<file path="src/rtl/can_bit_stuffer.sv">
// CAN transmit bit stuffer: inserts a complementary bit after
// RUN_LEN equal bits and holds the frame sequencer meanwhile.
module can_bit_stuffer #(
  parameter int RUN_LEN = 5,
  parameter int CNT_W   = 7
) (
  input  logic             clk,
  input  logic             rst,
  input  logic             baud_tick,
  input  logic             bit_in,
  input  logic             stuff_en,
  input  logic             txing,
  output logic             bitstuffed_output,
  output logic             hold,
  output logic             stuff_slot,
  output logic [CNT_W-1:0] stuff_total
);

  localparam logic [1:0] IDLE  = 2'd0;
  localparam logic [1:0] PASS  = 2'd1;
  localparam logic [1:0] STUFF = 2'd2;

  localparam logic [3:0] RUN_MAX = 4'(RUN_LEN);

  logic [1:0] state;
  logic [3:0] run;
  logic       last;
  logic [3:0] run_nxt;
  logic       run_full;

  // Length of the run once the current bit_in joins it.
  always_comb begin
    run_nxt = 4'd1;
    if (stuff_en && (bit_in == last))
      run_nxt = run + 4'd1;
    run_full = stuff_en && (run_nxt == RUN_MAX);
  end

  // Line bit, run tracking and stuff insertion, one step per baud tick.
  always_ff @(posedge clk or posedge rst) begin
    if (rst) begin
      state             <= IDLE;
      run               <= 4'd0;
      last              <= 1'b1;
      bitstuffed_output <= 1'b1;
      hold              <= 1'b0;
      stuff_slot        <= 1'b0;
      stuff_total       <= '0;
    end else if (baud_tick) begin
      if (!txing) begin
        state             <= IDLE;
        run               <= 4'd0;
        last              <= 1'b1;
        bitstuffed_output <= 1'b1;
        hold              <= 1'b0;
        stuff_slot        <= 1'b0;
      end else if (state == STUFF) begin
        bitstuffed_output <= ~last;
        last              <= ~last;
        run               <= 4'd1;
        stuff_slot        <= 1'b1;
        hold              <= 1'b0;
        state             <= PASS;
        if (!(&stuff_total))
          stuff_total <= stuff_total + 1'b1;
      end else begin
        if (state == IDLE)
          stuff_total <= '0;
        bitstuffed_output <= bit_in;
        stuff_slot        <= 1'b0;
        last              <= bit_in;
        run               <= run_nxt;
        hold              <= run_full;
        state             <= run_full ? STUFF : PASS;
      end
    end
  end

endmodule

</file>
<file path="config.mk">
export PLATFORM = sky130hd
export DESIGN_NAME = can_bit_stuffer
export DESIGN_NICKNAME = d
export VERILOG_FILES = /design/src/rtl/can_bit_stuffer.sv
export SDC_FILE = /design/constraint.sdc
export NUM_CORES = 1
export LEC_CHECK = 0
export ABC_AREA = 1
export BUFFER_PORTS_ARGS = -buffer_cell sky130_fd_sc_hd__buf_2
export CELL_PAD_IN_SITES_DETAIL_PLACEMENT = 0
export CELL_PAD_IN_SITES_GLOBAL_PLACEMENT = 1
export CORE_ASPECT_RATIO = 1.4
export CORE_UTILIZATION = 41
export DETAILED_ROUTE_END_ITERATION = 8
export PLACE_DENSITY = 0.78
export SYNTH_ARGS = -nofsm -noshare
export SYNTH_HDL_FRONTEND = slang
export SYNTH_SLANG_ARGS = --single-unit
</file>
<file path="constraint.sdc">
create_clock -name clk -period 2.6 [get_ports clk]
set_input_delay 0.13 -clock clk [delete_from_list [all_inputs] [get_ports clk]]
set_output_delay 0.13 -clock clk [all_outputs]
set_load 0.1 [all_outputs]
</file>
==> results of run 1 <==
## metal layers
| metal | wire (um) | track usage [%] | vias up |
|---|---|---|---|
| met4 | 21 | 10.0 | 0 |
| met2 | 1030 | 32.4 | 11 |
| met5 | 0 | 0 | - |
| met1 | 734 | 20.1 | 367 |
| li1 | - | - | 409 |
| met3 | 36 | 3.60 | 2 |
## Yosys cell counts (all sizes together)
master  number  area (um^2)
dfrtp       14          350
nand3       11         55.1
nand4        5         31.3
nor2         7         36.3
buf          1         11.3
dfstp        1         26.3
o22ai        2         12.5
o31ai        1         7.51
or2          1         6.26
nor3         1         5.00
ha           2         25.0
a31oi        2         12.5
o21ai        9         45.0
nand2       37          144
inv         20         75.1
o21bai       1         7.51
## area by class of cell
class	instances	area, um^2	share of cell area [%]
clock buffers	4	26.3	2.69
inverters	20	75.1	7.68
multi-input cells	79	388	39.7
flip-flops and latches	15	377	38.5
well taps	21	26.3	2.69
repair buffers	16	85.1	8.71
## stage by stage
stage	util, %	setup WS, ns	power [mW]	std cells	area [um^2]
3_5_place_dp	48.3	1.16	0.304	150	941
4_1_cts	50.1	1.14	0.434	155	977
5_1_grt	50.1	1.01	0.456	155	977
6_report	50.1	1.18	0.429	155	977
2_1_floorplan	-	0.508	0.291	115	851
3_3_place_gp	48.3	1.23	0.303	150	941
## cells by family (layout without fill, tap and decap cells)
logic type      count (synthesis)  after routing  share of synthesized area, %
flops                          15             15                          44.3
simple gates                   62             62                          32.6
compound gates                 15             15                          10.0
buf+inv                        21             40                          10.1
fa+ha+maj                       2              2                          2.94
## what timing repair did
action | CTS | global route
setup endpoints to repair | 0 | 0
hold buffers | 1 | 0
hold endpoints to repair | 14 | 0
## how the worst max path moves through the flow
stage               depth (start not counted)        endpoint            from  slack, ns
finish                                      7  stuff_total[4]  stuff_total[0]       1.18
global route                                7  stuff_total[4]  stuff_total[0]       1.01
CTS                                         7  stuff_total[4]  stuff_total[0]       1.14
detailed placement                          7  stuff_total[4]  stuff_total[0]       1.16
global placement                            6  stuff_total[5]  stuff_total[0]       1.23
floorplan                                   8  stuff_total[2]  stuff_total[0]       0.51
## sequential cells by signal (all words and copies together) (netlist names)
| signal | cells |
|---|---|
| hold | 1 |
| last | 1 |
| run | 4 |
| state | 1 |
| stuff_slot | 1 |
| stuff_total | 7 |
## power by group through the flow
stage	Sequential [mW]	Combinational, mW	Clock [mW]
3_3_place_gp	0.250	0.0522	0
5_1_grt	0.247	0.0611	0.148
6_report	0.246	0.0536	0.130
4_1_cts	0.246	0.0547	0.133
3_5_place_dp	0.251	0.0532	0
2_1_floorplan	0.260	0.0303	0
## critical path, cell delays in order, from the launching register on
cell	delay, ns
dfrtp_1	0.45
ha_1	0.24
nand2_2	0.08
nor2_2	0.10
nand4_1	0.10
nand2_2	0.20
nand2_1	0.08
o21ai_0	0.08
==> summary.md, run 1 <==
| Metric | Value |
|---|---|
| Post-Route Setup TNS | 0 ns |
| Iter 0 DRT Violations | 10 |
| Vias per cell | 5.09 |
| Final #Nets | 143 |
| Hold path depth | 3 |
| Die W | 40.5 um |
| First-pass DRT Iterations | 4 |
| Die height | 55.9 um |
| Final Skew | 0.00338 ns |
| VDD IR-drop max | 0.000336 V |
| Clock power frac | 30.2% |
| Final setup violation count | 0 |
| Number of global-route vias before repair | 737 |
| Fin crit share | 54.8% |
| Critical Path RT | 2.79 ns |
| Crit path kind | flip-flop to flip-flop |
| Starting Density | 43.6% |
| Warnings, synthesis | 0 |
| Clock sinks | 15 |
| Switching Fraction | 26.9% |
| Final Hold Fails | 0 |
| Rel. slew slack | 62.7% |
| Total CTS buffers | 3 |
| Postcts setup bufs | 0 |
| # Max-Cap Violations | 0 |
| P&R area growth vs syn | 14.9% |
| CTS root buffer | clkbuf_4 |
| Syn Nets | 123 |
| Combinational power share | 12.5% |
| Largest net degree at the start of global routing | 16 |
| Wirelength per Cell | 11.8 um |
| RSZ-0062 raised after global routing | false |
| Fmax | 702 MHz |
| Slew Limit Fails | 0 |
| Final WL | 1.82 mm |
| Leak Pwr | 0.538 nW |
| Initial antenna violation count | 0 |
| Post-CTS Resized | 0 |
| DRC errors left | 0 |
| Remaining antenna violation count | 0 |
| Minimum clock period | 1.42 ns |
| Syn Inst Count | 115 |
| Mapped Avg Cell Area | 7.40 um^2 |
| Filler cell count | 223 |
| I/O pin count | 16 |
| Tot GR Track Use | 19.0% |
| Clock Path Buffers | 2 |
| R2R setup slack | 1.18 ns |
| Min-delay src | bit_in |
| CTS tree | built |
| Post-synthesis register bit count | 15 |
| Core area | 1950 um^2 |
| Worst Hold End | last |
| Area of the die | 2260 um^2 |
| # H-tree levels | 1 |
| Worst skew pair latency | 0.28 ns |
| Fin Hold WS | 0.147 ns |
| ANT cells | 0 |
| Placer congestion estimate | 0.663 |
| Distinct cell type count after synthesis | 19 |
| Commonest non-fill, non-tap cell in the layout | nand2_1 |
| Worst-path fanout max | 13 |
| Flop pwr share | 57.3% |
| Syn Std Cell Area | 851 um^2 |
| Reg clk slew, reported paths | 0.09 ns |
| Reg2reg start | stuff_total[0] |
| Share of layout cells above drive strength 1 | 17.9% |
| Port buffer count | 15 |
| WP data arrival | 1.62 ns |
| P_sw | 0.116 mW |
| Internal power | 0.314 mW |
| Crit. End Element | flip-flop |
| Register area share after synthesis | 44.3% |
| Status | completed |
| Critical path launch point type | flip-flop |
| Detailed-placement wirelength estimate | 1.42 mm |
| Most frequent cells in the layout | nand2_1 (35), inv_1 (20), buf_2 (15) |
| Cell Pwr Density | 439 nW/um^2 |
| Gr ovfl total | 0 |
| Worst hold-check path type | primary input to flip-flop |
| First-pass GRT wire length | 2.93 mm |
| R2r endpoint | stuff_total[4] |
| Worst Tran Pin Value | 0.559 ns |
| DR vias | 789 |
| R2R depth | 7 |
| Row count | 19 |
Power figures use the tool's default switching activity.
==> run 2: changes to the inputs <==
--- a/config.mk
+++ b/config.mk
@@ -5,14 +5,14 @@
 export SDC_FILE = /design/constraint.sdc
 export NUM_CORES = 1
 export LEC_CHECK = 0
-export ABC_AREA = 1
+export ABC_AREA = 0
 export BUFFER_PORTS_ARGS = -buffer_cell sky130_fd_sc_hd__buf_2
 export CELL_PAD_IN_SITES_DETAIL_PLACEMENT = 0
 export CELL_PAD_IN_SITES_GLOBAL_PLACEMENT = 1
 export CORE_ASPECT_RATIO = 1.4
-export CORE_UTILIZATION = 41
+export CORE_UTILIZATION = 39
 export DETAILED_ROUTE_END_ITERATION = 8
-export PLACE_DENSITY = 0.78
+export PLACE_DENSITY = 0.72
 export SYNTH_ARGS = -nofsm -noshare
 export SYNTH_HDL_FRONTEND = slang
 export SYNTH_SLANG_ARGS = --single-unit
==> constraint.sdc (replaced) <==
create_clock -name clk -period 1.5 [get_ports clk]
set_input_delay 0.075 -clock clk [delete_from_list [all_inputs] [get_ports clk]]
set_output_delay 0.075 -clock clk [all_outputs]
set_load 0.1 [all_outputs]
==> summary.md, run 2 <==
| Metric | Value |
|---|---|
| Detailed-placement wirelength estimate | 1.28 mm |
| Cell Pwr Density | 755 nW/um^2 |
| Clock sinks | 15 |
| Most common library cells after synthesis | dfrtp_1 (14), a21oi_1 (7), inv_1 (7), nand2_1 (7), nor2_1 (7) |
| Hold path depth | 3 |
| Initial antenna violation count | 0 |
| ANT cells | 0 |
| Port buffer count | 15 |
| Number of global-route vias before repair | 642 |
| Critical path launch point type | flip-flop |
| Core area | 1820 um^2 |
| Worst hold-check path type | primary input to flip-flop |
| I/O pin count | 16 |
| Row count | 18 |
| CTS root buffer | clkbuf_4 |
| DRC errors left | 0 |
| Area of the die | 2180 um^2 |
| First-pass GRT wire length | 2.71 mm |
| R2r endpoint | state[0] |
| Biggest regs | stuff_total x7, run x4 |
| Clock Path Buffers | 2 |
| Worst skew pair latency | 0.29 ns |
| Synth area leader | dfrtp_1 |
| Reg2reg start | run[0] |
| Fin crit share | 98.6% |
| Crit path largest cell delay | 0.52 ns |
| Slew Limit Fails | 0 |
| Mapped Avg Cell Area | 9.51 um^2 |
| Total CTS buffers | 3 |
| CP Cell Sequence | ha_4 > or4_4 > nor2_2 > o22ai_1 |
| Final #Nets | 115 |
| Vias per cell | 5.51 |
| Worst Tran Pin Value | 0.603 ns |
| Die W | 39.8 um |
| Largest net degree at the start of global routing | 16 |
| Post-synth ARST share | 100% |
| # H-tree levels | 1 |
| Placer congestion estimate | 0.677 |
| Worst Hold End | last |
| XOR/XNOR Fraction of Synth Area | 2.25% |
| Crit. End Element | flip-flop |
| Minimum clock period | 1.48 ns |
| Fmax | 676 MHz |
| # Max-Cap Violations | 0 |
| Gr ovfl total | 0 |
| Synth Area in Adders | 3.21% |
| First-pass DRT Iterations | 4 |
| Filler cell count | 171 |
| DR vias | 694 |
| WP buf/inv | 0 |
| Critical path's slowest cell | or4_4 |
| Reg with most FFs | stuff_total |
| Syn Nets | 90 |
| VDD IR-drop max | 0.000482 V |
| CTS tree | built |
| Total power | 0.775 mW |
| Distinct cell type count after synthesis | 30 |
| Leak Pwr | 0.478 nW |
| Post-synth top area share | 44.9% |
| Critical Path RT | 1.68 ns |
| R2R setup slack | 0.02 ns |
| Max reg flops | 7 |
| Wirelength per Cell | 13.5 um |
| Crit path kind | flip-flop to flip-flop |
| Final setup violation count | 0 |
| Commonest non-fill, non-tap cell in the layout | buf_2 |
| Status | completed |
| Reg clk slew, reported paths | 0.09 ns |
| Finished Core Util | 56.3% |
| Number of synthesized flops with an enable pin | 0 |
| Combinational family with the most area after synthesis | compound AO/OA/AOI/OAI gates |
| Crit-path leading delay family | simple AND/OR/NAND/NOR gates |
| Tot GR Track Use | 19.2% |
| Simple-Gate Fraction of Synth Area | 18.9% |
| Warnings, synthesis | 0 |
| Post-synthesis mux area share | 2.89% |
| Rel. slew slack | 59.7% |
| WP data arrival | 1.66 ns |
| Final Skew | 0.00284 ns |
| R2R depth | 4 |
| Synth area leaders | dfrtp_1 (45%), a21oi_1 (4.5%), o21ai_0 (3.9%) |
| Final Hold Fails | 0 |
| Top FF cell, synth | dfrtp_1 |
| Fin Hold WS | 0.0801 ns |
| Final WL | 1.71 mm |
| Remaining antenna violation count | 0 |
| P&R area growth vs syn | 31.8% |
| Starting Density | 42.7% |
| Cell with the most instances after synthesis | dfrtp_1 |
| Most frequent cells in the layout | buf_2 (15), inv_1 (7), nand2_1 (7), a21oi_1 (7) |
| Min-delay src | bit_in |
| Syn Std Cell Area | 779 um^2 |
| Syn Inst Count | 82 |
| Die height | 54.9 um |
| RSZ-0062 raised after global routing | true |
| Compound-Gate Fraction of Synth Area | 19.9% |
| Share of layout cells above drive strength 1 | 41.5% |
| Iter 0 DRT Violations | 13 |
| Register area share after synthesis | 48.3% |
| Post-synthesis register bit count | 15 |
| Worst-path fanout max | 2 |
run 2: area by class of cell:
type | count | area, um^2 | area share [%]
clock inverters | 1 | 5.00 | 0.487
flip-flops and latches | 15 | 398 | 38.7
multi-input cells | 58 | 420 | 40.9
clock buffers | 3 | 22.5 | 2.19
well taps | 20 | 25.0 | 2.44
inverters | 7 | 26.3 | 2.56
repair buffers | 22 | 130 | 12.7
run 2: metrics by stage:
| stage | TNS [ns] | setup slack, ns | instances | area, um^2 |
|---|---|---|---|---|
| floorplan | -0.174 | -0.0683 | 82 | 821 |
| global placement | -0.00612 | -0.00612 | 120 | 950 |
| detailed placement | -0.0348 | -0.0312 | 120 | 950 |
| CTS | -0.00709 | -0.00500 | 126 | 997 |
| global route | -0.0698 | -0.0409 | 126 | 1030 |
| finish | 0 | 0.0209 | 126 | 1030 |
run 2: report_power, final:
part	leakage [nW]	switching, mW	total [mW]	internal [mW]
sequential	0.188	0.00971	0.426	0.416
clock	0.0177	0.136	0.236	0.0992
combinational	0.272	0.0676	0.114	0.0460
run 2: worst register-to-register path: stages, from the launching register on:
cell and delay (ns):
dfrtp_1 0.43, ha_4 0.25, or4_4 0.52, nor2_2 0.09, o22ai_1 0.08
run 2: layer usage:
layer  up-vias  GRT usage (%)  wire length [um]
met3         5           4.00                45
li1        344              -                 -
met4         0           12.1                42
met2        14           33.9               911
met5         -              0                 0
met1       331           19.8               707
run 2: worst max path at each step:
stage / start / endpoint / slack (ns) / depth (start not counted)
after global routing: run[0] / state[0] / -0.04 / 4
after CTS: run[0] / state[0] / -0.005 / 4
after floorplan: stuff_total[0] / stuff_total[0] / -0.07 / 5
after detailed placement: run[1] / state[0] / -0.03 / 4
final: run[0] / state[0] / 0.02 / 4
after global placement: run[1] / state[0] / -0.006 / 4
run 2: what timing repair did:
| action | in CTS | in global routing |
|---|---|---|
| gates resized for setup | 1 | 5 |
| hold endpoints to repair | 14 | 0 |
| hold buffers | 1 | 0 |
| endpoints found under the setup margin | 2 | 5 |
| setup buffers | 1 | 0 |
| pin swaps | 2 | 0 |
run 2: cell families after synthesis:
kind of cell / after synthesis
AO/OA/AOI/OAI: 25
XOR/XNOR: 2
adder cells (fa/ha/maj): 2
buffers and inverters: 9
flip-flops: 15
multiplexers: 2
AND/OR/NAND/NOR: 27
==> run 3: changes to the inputs <==
--- a/config.mk
+++ b/config.mk
@@ -12,6 +12,7 @@
 export CORE_ASPECT_RATIO = 1.4
 export CORE_UTILIZATION = 39
 export DETAILED_ROUTE_END_ITERATION = 8
+export GPL_TIMING_DRIVEN = 0
 export PLACE_DENSITY = 0.72
 export SYNTH_ARGS = -nofsm -noshare
 export SYNTH_HDL_FRONTEND = slang
==> summary.md, run 3 (synthesized netlist as in run 2, its figures left out) <==
| Metric | Value |
|---|---|
| VDD IR-drop max | 0.000628 V |
| Placer congestion estimate | 0.624 |
| First-pass DRT Iterations | 3 |
| Post-DP Area | 921 um^2 |
| RSZ-0062 raised after global routing | true |
| Final Hold Fails | 0 |
| Failing checks | setup timing |
| CTS tree | built |
| Tot GR Track Use | 19.1% |
| Worst setup endpoint | state[0] |
| Worst Tran Pin Value | 0.593 ns |
| Worst-path fanout max | 2 |
| R2R depth | 4 |
| Initial antenna violation count | 0 |
| Minimum clock period | 1.54 ns |
| P&R area growth vs syn | 34.7% |
| Commonest non-fill, non-tap cell in the layout | buf_2 |
| Total area of sequential cells | 398 um^2 |
| ANT cells | 0 |
| Rel. slew slack | 60.4% |
| WP data arrival | 1.70 ns |
| Final Skew | 0.00399 ns |
| Most frequent cells in the layout | buf_2 (16), buf_4 (9), inv_1 (7), nand2_1 (7), a21oi_1 (7) |
| Final WS setup | -0.0411 ns |
| Reg clk slew, reported paths | 0.09 ns |
| Critical path launch point type | flip-flop |
| Detailed-placement wirelength estimate | 1.19 mm |
| # Max-Cap Violations | 0 |
| Clock Path Buffers | 2 |
| Worst skew pair latency | 0.28 ns |
| Reg with most FFs | stuff_total |
| Final setup violation count | 2 |
| Gr ovfl total | 0 |
| R2r endpoint | state[0] |
| Core area | 1820 um^2 |
| Multi-input logic area | 413 um^2 |
| Area of the die | 2180 um^2 |
| Share of layout cells above drive strength 1 | 42.3% |
| CTS root buffer | clkbuf_4 |
| Max reg flops | 7 |
| Die W | 39.8 um |
| Filler cell count | 181 |
| Slew Limit Fails | 0 |
| DRC errors left | 0 |
| I/O pin count | 16 |
| Port buffer count | 15 |
| Cell Pwr Density | 744 nW/um^2 |
| Die height | 54.9 um |
| Critical Path RT | 1.66 ns |
| Row count | 18 |
| Crit. End Element | flip-flop |
| # H-tree levels | 1 |
| Leak Pwr | 0.499 nW |
| Final WL | 1.72 mm |
| Wirelength per Cell | 13.1 um |
| Total CTS buffers | 3 |
| Crit path kind | flip-flop to flip-flop |
| DR vias | 708 |
| Reg2reg start | run[1] |
| Number of global-route vias before repair | 648 |
| Finished Core Util | 57.5% |
| Largest net degree at the start of global routing | 16 |
| First-pass GRT wire length | 2.78 mm |
| Fin crit share | 103% |
| Total power | 0.781 mW |
| R2R setup slack | -0.04 ns |
| Clock sinks | 15 |
| Worst hold-check path type | primary input to flip-flop |
| Biggest regs | stuff_total x7, run x4 |
| Final #Nets | 120 |
| Remaining antenna violation count | 0 |
| Fmax | 649 MHz |
| Crit. Startpoint | run[1] |
| Cell area after layout | 1050 um^2 |
| Vias per cell | 5.40 |
| Iter 0 DRT Violations | 3 |
| Starting Density | 42.7% |
| Status | complete, but fails checks |
[run 3: cell count changes in the layout (fill, tap and decap cells not counted), sizes merged]
cell	change
buf	+4
clkbuf	+2
clkinv	-1
[run 3: what timing repair did]
| action | 4_1_cts | 5_1_grt |
|---|---|---|
| pin swaps | 2 | 2 |
| endpoints found under the setup margin | 2 | 5 |
| hold buffers | 1 | 0 |
| setup buffers | 3 | 6 |
| hold endpoints to repair | 14 | 0 |
| resized for setup | 1 | 4 |
[run 3: worst max-delay path: stages (launching register included)]
cell and delay (ns):
dfrtp_1 0.40, ha_1 0.31, or4_4 0.53, nor2_2 0.09, o22ai_1 0.08
[run 3: worst min path at each step]
stage	start	slack, ns	end	cells past startpoint
2_1_floorplan	rst	-0.02	run[0]	1
3_3_place_gp	rst	0.16	stuff_slot	2
3_5_place_dp	rst	0.18	stuff_slot	2
4_1_cts	bit_in	0.08	last	3
5_1_grt	bit_in	0.11	last	3
6_report	bit_in	0.09	last	3
[run 3: layout make-up]
class / count / share of cell area (%)
Buffer: 2 / 0.834
Multi-Input combinational cell: 58 / 39.3
Sequential cell: 15 / 37.9
Clock buffer: 4 / 2.50
Inverter: 7 / 2.50
Tap cell: 20 / 2.38
Timing Repair Buffer: 25 / 14.5
[run 3: where the power goes]
group / total (mW) / switching (mW) / internal [mW]
clock network: 0.235 / 0.132 / 0.103
registers: 0.424 / 0.00778 / 0.416
logic: 0.122 / 0.0703 / 0.0515
total: 0.781 / 0.210 / 0.571
[run 3: through the flow]
step | hold slack (ns) | setup TNS, ns | setup slack (ns) | instances
4_1_cts | 0.0765 | -0.0317 | -0.0294 | 125
6_report | 0.0858 | -0.0583 | -0.0411 | 131
5_1_grt | 0.111 | -0.203 | -0.0959 | 131
2_1_floorplan | -0.0245 | -0.174 | -0.0683 | 82
3_3_place_gp | 0.161 | -0.102 | -0.0856 | 117
3_5_place_dp | 0.175 | -0.0937 | -0.0730 | 117
[run 3: layer usage]
metal  up-vias  wire length, um  global-route usage, %
met4         0               13                   10.3
met1       341              754                   21.6
met5         -                0                      0
met2        11              915                   33.6
li1        354                -                      -
met3         2               39                   2.40
